$ cat src/rtl/nrs_read_scheduler.sv
// Arbitrates estimator / fine-sync readers over one stored NRS slot sequence.
// Optional fine-sync path enabled by defining FINE_SYNC_EN.
module nrs_read_scheduler #(
  parameter int WIDTH_REG = 16,
  parameter int LINES     = $clog2(WIDTH_REG)
) (
  input  logic             clk,
  input  logic             rst,
  input  logic             new_frame,
  input  logic             NRS_gen_ready,
  input  logic             nrs_bit,
  input  logic             est_req,
  input  logic             fine_req,
  output logic [LINES-1:0] rd_addr,
  output logic             est_ack,
  output logic             est_valid,
  output logic             est_bit,
  output logic             est_last,
  output logic             fine_valid,
  output logic             fine_bit,
  output logic             fine_last,
  output logic             busy,
  output logic             overrun
);

  typedef enum logic [2:0] {IDLE, SERVE_EST, SERVE_FINE, ACK, WAIT_DROP} state_t;

  localparam logic [LINES-1:0] LAST_ADDR = LINES'(WIDTH_REG - 1);

  state_t           state, state_nxt;
  logic [LINES-1:0] cnt, cnt_nxt;
  logic             drain, drain_nxt;
  logic             clr_served;
  logic             served_est, served_fine;
  logic             est_vld_p1, est_last_p1, fine_vld_p1, fine_last_p1;
  logic             fine_req_en, est_pend, fine_pend, serving, issue_addr, overrun_hit;

`ifdef FINE_SYNC_EN
  assign fine_req_en = fine_req;
  assign fine_valid  = fine_vld_p1;
  assign fine_bit    = fine_vld_p1 & nrs_bit;
  assign fine_last   = fine_last_p1;
`else
  logic unused_fine;
  assign fine_req_en = 1'b0;
  assign fine_valid  = 1'b0;
  assign fine_bit    = 1'b0;
  assign fine_last   = 1'b0;
  assign unused_fine = ^{fine_req, fine_vld_p1, fine_last_p1};
`endif

  assign est_pend    = est_req & ~served_est;
  assign fine_pend   = fine_req_en & ~served_fine;
  assign serving     = (state == SERVE_EST) || (state == SERVE_FINE);
  // drain is the extra cycle in which the last read bit is presented
  assign issue_addr  = serving & ~drain & ~new_frame;
  assign overrun_hit = (state != WAIT_DROP) &
                       ((est_req & served_est) | (fine_req_en & served_fine));

  assign rd_addr   = serving ? cnt : '0;
  assign est_ack   = (state == ACK);
  assign busy      = (state != IDLE);
  assign est_valid = est_vld_p1;
  assign est_bit   = est_vld_p1 & nrs_bit;
  assign est_last  = est_last_p1;

  always_comb begin
    state_nxt  = state;
    cnt_nxt    = cnt;
    drain_nxt  = drain;
    clr_served = 1'b0;
    case (state)
      IDLE: begin
        if (NRS_gen_ready && est_pend) begin
          state_nxt = SERVE_EST;
          cnt_nxt   = '0;
        end else if (NRS_gen_ready && fine_pend) begin
          state_nxt = SERVE_FINE;
          cnt_nxt   = '0;
        end
      end
      SERVE_EST, SERVE_FINE: begin
        if (!drain) begin
          if (cnt == LAST_ADDR) begin
            // fine stream follows the estimator stream with no gap
            if (state == SERVE_EST && fine_pend) begin
              state_nxt = SERVE_FINE;
              cnt_nxt   = '0;
            end else begin
              drain_nxt = 1'b1;
            end
          end else begin
            cnt_nxt = cnt + 1'b1;
          end
        end else begin
          drain_nxt = 1'b0;
          cnt_nxt   = '0;
          if (state == SERVE_EST && fine_pend)
            state_nxt = SERVE_FINE;
          else if (state == SERVE_EST || served_est)
            state_nxt = ACK;
          else
            state_nxt = IDLE;
        end
      end
      ACK: state_nxt = WAIT_DROP;
      WAIT_DROP: begin
        if (!NRS_gen_ready) begin
          state_nxt  = IDLE;
          clr_served = 1'b1;
        end
      end
      default: state_nxt = IDLE;
    endcase
    if (new_frame) begin
      state_nxt  = IDLE;
      cnt_nxt    = '0;
      drain_nxt  = 1'b0;
      clr_served = 1'b1;
    end
  end

  always_ff @(posedge clk) begin
    if (rst) begin
      state        <= IDLE;
      cnt          <= '0;
      drain        <= 1'b0;
      served_est   <= 1'b0;
      served_fine  <= 1'b0;
      overrun      <= 1'b0;
      est_vld_p1   <= 1'b0;
      est_last_p1  <= 1'b0;
      fine_vld_p1  <= 1'b0;
      fine_last_p1 <= 1'b0;
    end else begin
      state        <= state_nxt;
      cnt          <= cnt_nxt;
      drain        <= drain_nxt;
      served_est   <= ~clr_served & (served_est | est_last_p1);
      served_fine  <= ~clr_served & (served_fine | fine_last_p1);
      overrun      <= overrun | overrun_hit;
      // p1: read data for the address issued last cycle is on nrs_bit
      est_vld_p1   <= issue_addr & (state == SERVE_EST);
      est_last_p1  <= issue_addr & (state == SERVE_EST) & (cnt == LAST_ADDR);
      fine_vld_p1  <= issue_addr & (state == SERVE_FINE);
      fine_last_p1 <= issue_addr & (state == SERVE_FINE) & (cnt == LAST_ADDR);
    end
  end

endmodule

$ cat config.mk
export PLATFORM = sky130hd
export DESIGN_NAME = nrs_read_scheduler
export DESIGN_NICKNAME = d
export VERILOG_FILES = /design/src/rtl/nrs_read_scheduler.sv
export SDC_FILE = /design/constraint.sdc
export NUM_CORES = 1
export LEC_CHECK = 0
export ABC_CLOCK_PERIOD_IN_PS = 2500
export BUFFER_PORTS_ARGS = -buffer_cell sky130_fd_sc_hd__buf_2
export CAP_MARGIN = 15
export CORE_MARGIN = 4
export CORE_UTILIZATION = 24
export CTS_CLUSTER_SIZE = 30
export DETAILED_ROUTE_END_ITERATION = 7
export PLACE_DENSITY_LB_ADDON = 0.2
export SLEW_MARGIN = 20
export SYNTH_ARGS = -nofsm -noshare
export SYNTH_HDL_FRONTEND = slang
export SYNTH_SLANG_ARGS = --single-unit
$ cat constraint.sdc
create_clock -name clk -period 2.5 [get_ports clk]
set_clock_uncertainty 0.2 [all_clocks]
set_input_delay 0.25 -clock clk [delete_from_list [all_inputs] [get_ports clk]]
set_output_delay 0.25 -clock clk [all_outputs]
set_load 0.005 [all_outputs]
Yosys cells after proc, flatten, opt, wreduce, memory -nomap -nowiden. Cells that the tools add are included.

Flip-flop bits (word level): 12. Bits of input ports: 7. Output and inout bits: 13. Logic and storage cells: 58.

Bitwise operators: 15. Reductions and logical operators: 10. Add/subtract/negate cells: 1. Multiplexer cells: 15. Equality and inequality tests: 10.

Operator list (number): 4-bit 2-to-1 mux (4); 3-bit one-hot mux with 4 select lines (1); 1-bit AND (9); 3-bit 2-to-1 mux (3); 4-bit one-hot mux with 2 select lines (1); 3-bit by 2-bit equality test with 1-bit output (second input constant) (2); 2-bit inequality test (second input constant) (3); 3-bit inequality test (second input constant) (2); 3-bit AND reduction (2); 1-bit 2-to-1 mux (5); 4-bit by 1-bit adder with 4-bit output (second input constant) (1); 4-bit equality test (second input constant) (1); 1-bit NOT (4); 2-bit OR reduction (2); 3-bit by 1-bit equality test with 1-bit output (second input constant) (1); 3-bit equality test (second input constant) (1); 3-bit logical NOT (1); 3-bit nonzero test (1); 1-bit logical OR (2); 2-bit 2-to-1 mux (1); 1-bit bitwise OR (2); 2-bit nonzero test (1); 1-bit logical AND (1).

Longest topological paths before layout.
Depth in word-level cells: 6. Mapped depth: 5. Gate-level depth less buffers: 5.

Worst setup path after synthesis. No wires, ideal clock.

Path type: reg2reg. From: register state[2]. To: register cnt[3]. Data required time: 2.226 ns. Setup time: 0.074 ns. Clock period less this slack: 1.935 ns. Buffers on the path: 1. Cell stages (with the launch flop): 6. Setup slack: 0.565 ns. Arrival: 1.661 ns. Cells stage by stage: dfxtp_1 buf_6 or3_4 or4_4 or3_1 o21ai_0.

Cells in the longest elaborated chain, start to end: 4. Elaborated cells on any way between the ends: 9. Classes of those cells: eq/ne (4); mux (1); reduce/logical (4).

Ends and longest elaborated chain: start: declaration (line 30) `state_t state, state_nxt;`; start signal: assignment (line 136) `state <= state_nxt;`; 3-bit by 2-bit equality test with 1-bit output / 3-bit by 1-bit equality test with 1-bit output (equally long branches) (line 72) `case (state)`; 2-bit OR reduction (line 72); 3-bit inequality test (no line) / 2-bit nonzero test (equally long branches); 3-bit AND reduction (no line); end signal: assignment (line 137) `cnt <= cnt_nxt;`; end: declaration (line 31) `logic [LINES-1:0] cnt, cnt_nxt;`.

Several ways; a longest one is shown, not always the timed one. A chain may end at the register's enable or synchronous reset.

Worst setup path in the final report.
From: input rst. To: register cnt[3].

Cells in the longest elaborated chain, start to end: 1.

Ends and longest elaborated chain: start: declaration (line 8) `input logic rst,`; 2-bit OR reduction (no line).

Every way passes these cells.

==> flow_metrics.tcl <==
set metrics [dict create \
    multi_input_area_sq_um 352 \
    core_sq_um 2480 \
    critPathArrivalTime_ns 2.19 \
    drc_errors 0 \
    die_height_um 59.1 \
    routed_wirelength_mm 1.33 \
    ios 20 \
    crit_required_ns 2.50 \
    cp-start-kind "primary input" \
    viasPerCell 4.70 \
    seq_area_sq_um 240 \
    yosysWarnings 0 \
    ant_nets 0 \
    dp_slack_ns 0.561 \
    cts_htree_levels 1 \
    seq_area_frac_synth_pct 38.4 \
    place_hpwl_mm 1.05 \
    power.share.switching_pct 21.7 \
    clk_pin_slew_ns 0.08 \
    netlist_area_sq_um 626 \
    intPower_mw 0.292 \
    path_class "in -> reg" \
    antenna_found_initial 0 \
    finalWorstPathRequiredPeriod_ns 2.19 \
    cts_inserted_buffers 3 \
    grt_overflow 0 \
    cts_root_buf "clkbuf_4" \
    setup_tns_ns 0 \
    total_power_mw 0.373 \
    synthFlopType "dfxtp_1" \
    vias 569 \
    track_usage_pct 8.49 \
    worst_setup_path_end_kind "register" \
    maxSlewViolCount 0 \
    critPathLaunch "rst" \
    row_count 18 \
    switchingPower_mw 0.0811 \
    initial_core_util_pct 25.3 \
    drtPass1Iterations 4 \
    outcome "finished clean" \
    slew-limit-headroom_pct 62.8 \
    synthToLayoutAreaGrowth_pct 21.8 \
    ys_ff_latch 12 \
    synth.distinct_cells 34 \
    fin_ws_ns 0.309 \
    maxCapViolations 0 \
    p_clk_share_pct 41.5 \
    grt_pass1_wl_mm 2.21 \
    tightest_slew_ns 0.554 \
    worstReg2RegStart "cnt[0]$_SDFFE_PP0P_" \
    r2r-end "cnt[3]$_SDFFE_PP0P_" \
    p_leak_nw 0.325 \
    grt_max_degree 10 \
    syn-instance-count 73 \
    synth_edf_count 0 \
    synthArstFlopShare_pct 0 \
    peakVddDrop_mv 0.188 \
    post_drt_wl_per_cell_um 11.0 \
    diodes 0 \
    power-per-cell-area_nw_per_um2 489 \
    dieArea_sq_um 3490 \
    crit_path_end "cnt[3]$_SDFFE_PP0P_" \
    drt_iter0_markers 9 \
    r2r_cells 5 \
    nFillCells 280 \
    p_seq_share_pct 51.8 \
    avgSynthCellArea_sq_um 8.57 \
    rsz0062_at_grt "false" \
    post-route-period-util_pct 87.7 \
    grt_pass1_vias 524 \
    reg2reg_slack_ns 0.56 \
    port_buffers 15 \
    drive_gt1_share_pct 29.7 \
    final_hold_viol_count 0 \
    cts_tree "done" \
    clkSinkCount 12 \
    hp-class "in -> reg" \
    clkLatencyLatePin_ns 0.27 \
    setup_viol 0 \
    max_freq_mhz 456 \
    fp.dieW_um 59.1 \
    cp_max_fo 4 \
    clk_path_buf_depth 2 \
    gp_congestion 0.674 \
    combinationalPowerShare_pct 6.7 \
    nets 100 \
]
state kept, by name, summed over array words and instances (netlist names):
register / cells
est_valid: 1
served_est: 1
state: 3
drain: 1
cnt: 4
est_last: 1
overrun: 1
per-stage QoR:
step,area [sq um],util [%],hold WS (ns),instances
3_3_place_gp,716,28.9,0.256,116
6_report,762,30.8,0.0360,121
2_1_floorplan,633,-,0.122,75
5_1_grt,762,30.8,0.0408,121
3_5_place_dp,716,28.9,0.258,116
4_1_cts,762,30.8,0.0369,121
cell usage in the layout (no fill, tap or decap), types with 2 or more instances in the layout:
master	instances
o22ai_1	2
a21oi_1	4
dfxtp_1	12
o21ai_0	3
and2_1	5
buf_2	15
clkbuf_4	3
nand2_1	7
a31oi_1	2
nor3_1	2
nor2_1	5
conb_1	3
nand3_1	3
nor2b_1	3
what timing repair did:
action                    4_1_cts  5_1_grt
hold endpoints to repair        1        0
resized for setup               0        0
buffers inserted                0        0
hold buffers                    1        0
worst max-delay path, cell delays in order:
cell and delay, ns:
dlygate4sd3_1 0.54, buf_2 0.14, or3_4 0.34, or4_4 0.50
or3_1 0.35, o21ai_0 0.07
worst min-delay path by stage:
stage / startpoint / endpoint / slack (ns) / cells after the start
after floorplan: rst / overrun$_SDFF_PP0_ / 0.12 / 1
after global placement: overrun$_SDFF_PP0_ / overrun$_SDFF_PP0_ / 0.26 / 2
after detailed placement: overrun$_SDFF_PP0_ / overrun$_SDFF_PP0_ / 0.26 / 2
after CTS: est_req / overrun$_SDFF_PP0_ / 0.04 / 3
after global routing: est_req / overrun$_SDFF_PP0_ / 0.04 / 3
final: est_req / overrun$_SDFF_PP0_ / 0.04 / 3
per-layer routing:
layer / vias to the layer above / global-route usage [%] / routed length (um)
met5: - / 0 / 0
met4: 0 / 5.83 / 42
met3: 5 / 1.31 / 51
met2: 14 / 14.0 / 635
met1: 256 / 10.0 / 598
li1: 294 / - / -
area by class of cell:
cell class	count	share of cell area, %
Timing Repair Buffer	17	12.2
Sequential cell	12	31.5
Tap cell	30	4.93
Inverter	1	0.493
Multi-Input combinational cell	57	46.1
Clock buffer	4	4.76
power groups by stage:
stage / sequential (mW) / clock, mW / combinational [mW]
floorplan: 0.197 / 0 / 0.0184
global placement: 0.198 / 0 / 0.0238
detailed placement: 0.198 / 0 / 0.0238
CTS: 0.193 / 0.160 / 0.0250
global route: 0.194 / 0.165 / 0.0287
finish: 0.193 / 0.155 / 0.0251
cell usage after synthesis (all sizes together), types with 3 or more instances:
cell type,count,share of area (%)
a21oi,4,3.2
and2,5,5.0
buf,4,5.4
dfxtp,12,38
nand2,7,4.2
nand3,3,2.4
nor2,5,3.0
nor2b,3,3.0
o21ai,3,2.4
or3,3,4.0
kinds of logic after synthesis:
kind of cell | Yosys count | share of synthesized area [%]
buffers and inverters | 6 | 6.60
adders and majority gates | 1 | 2.00
xor gates and xnor gates | 1 | 1.40
muxes | 1 | 1.60
and+or+nand+nor | 36 | 34.0
AOI/OAI and AO/OA | 15 | 15.4
other | 1 | 0.599
DFF | 12 | 38.4
Power figures use the tool's default switching activity.
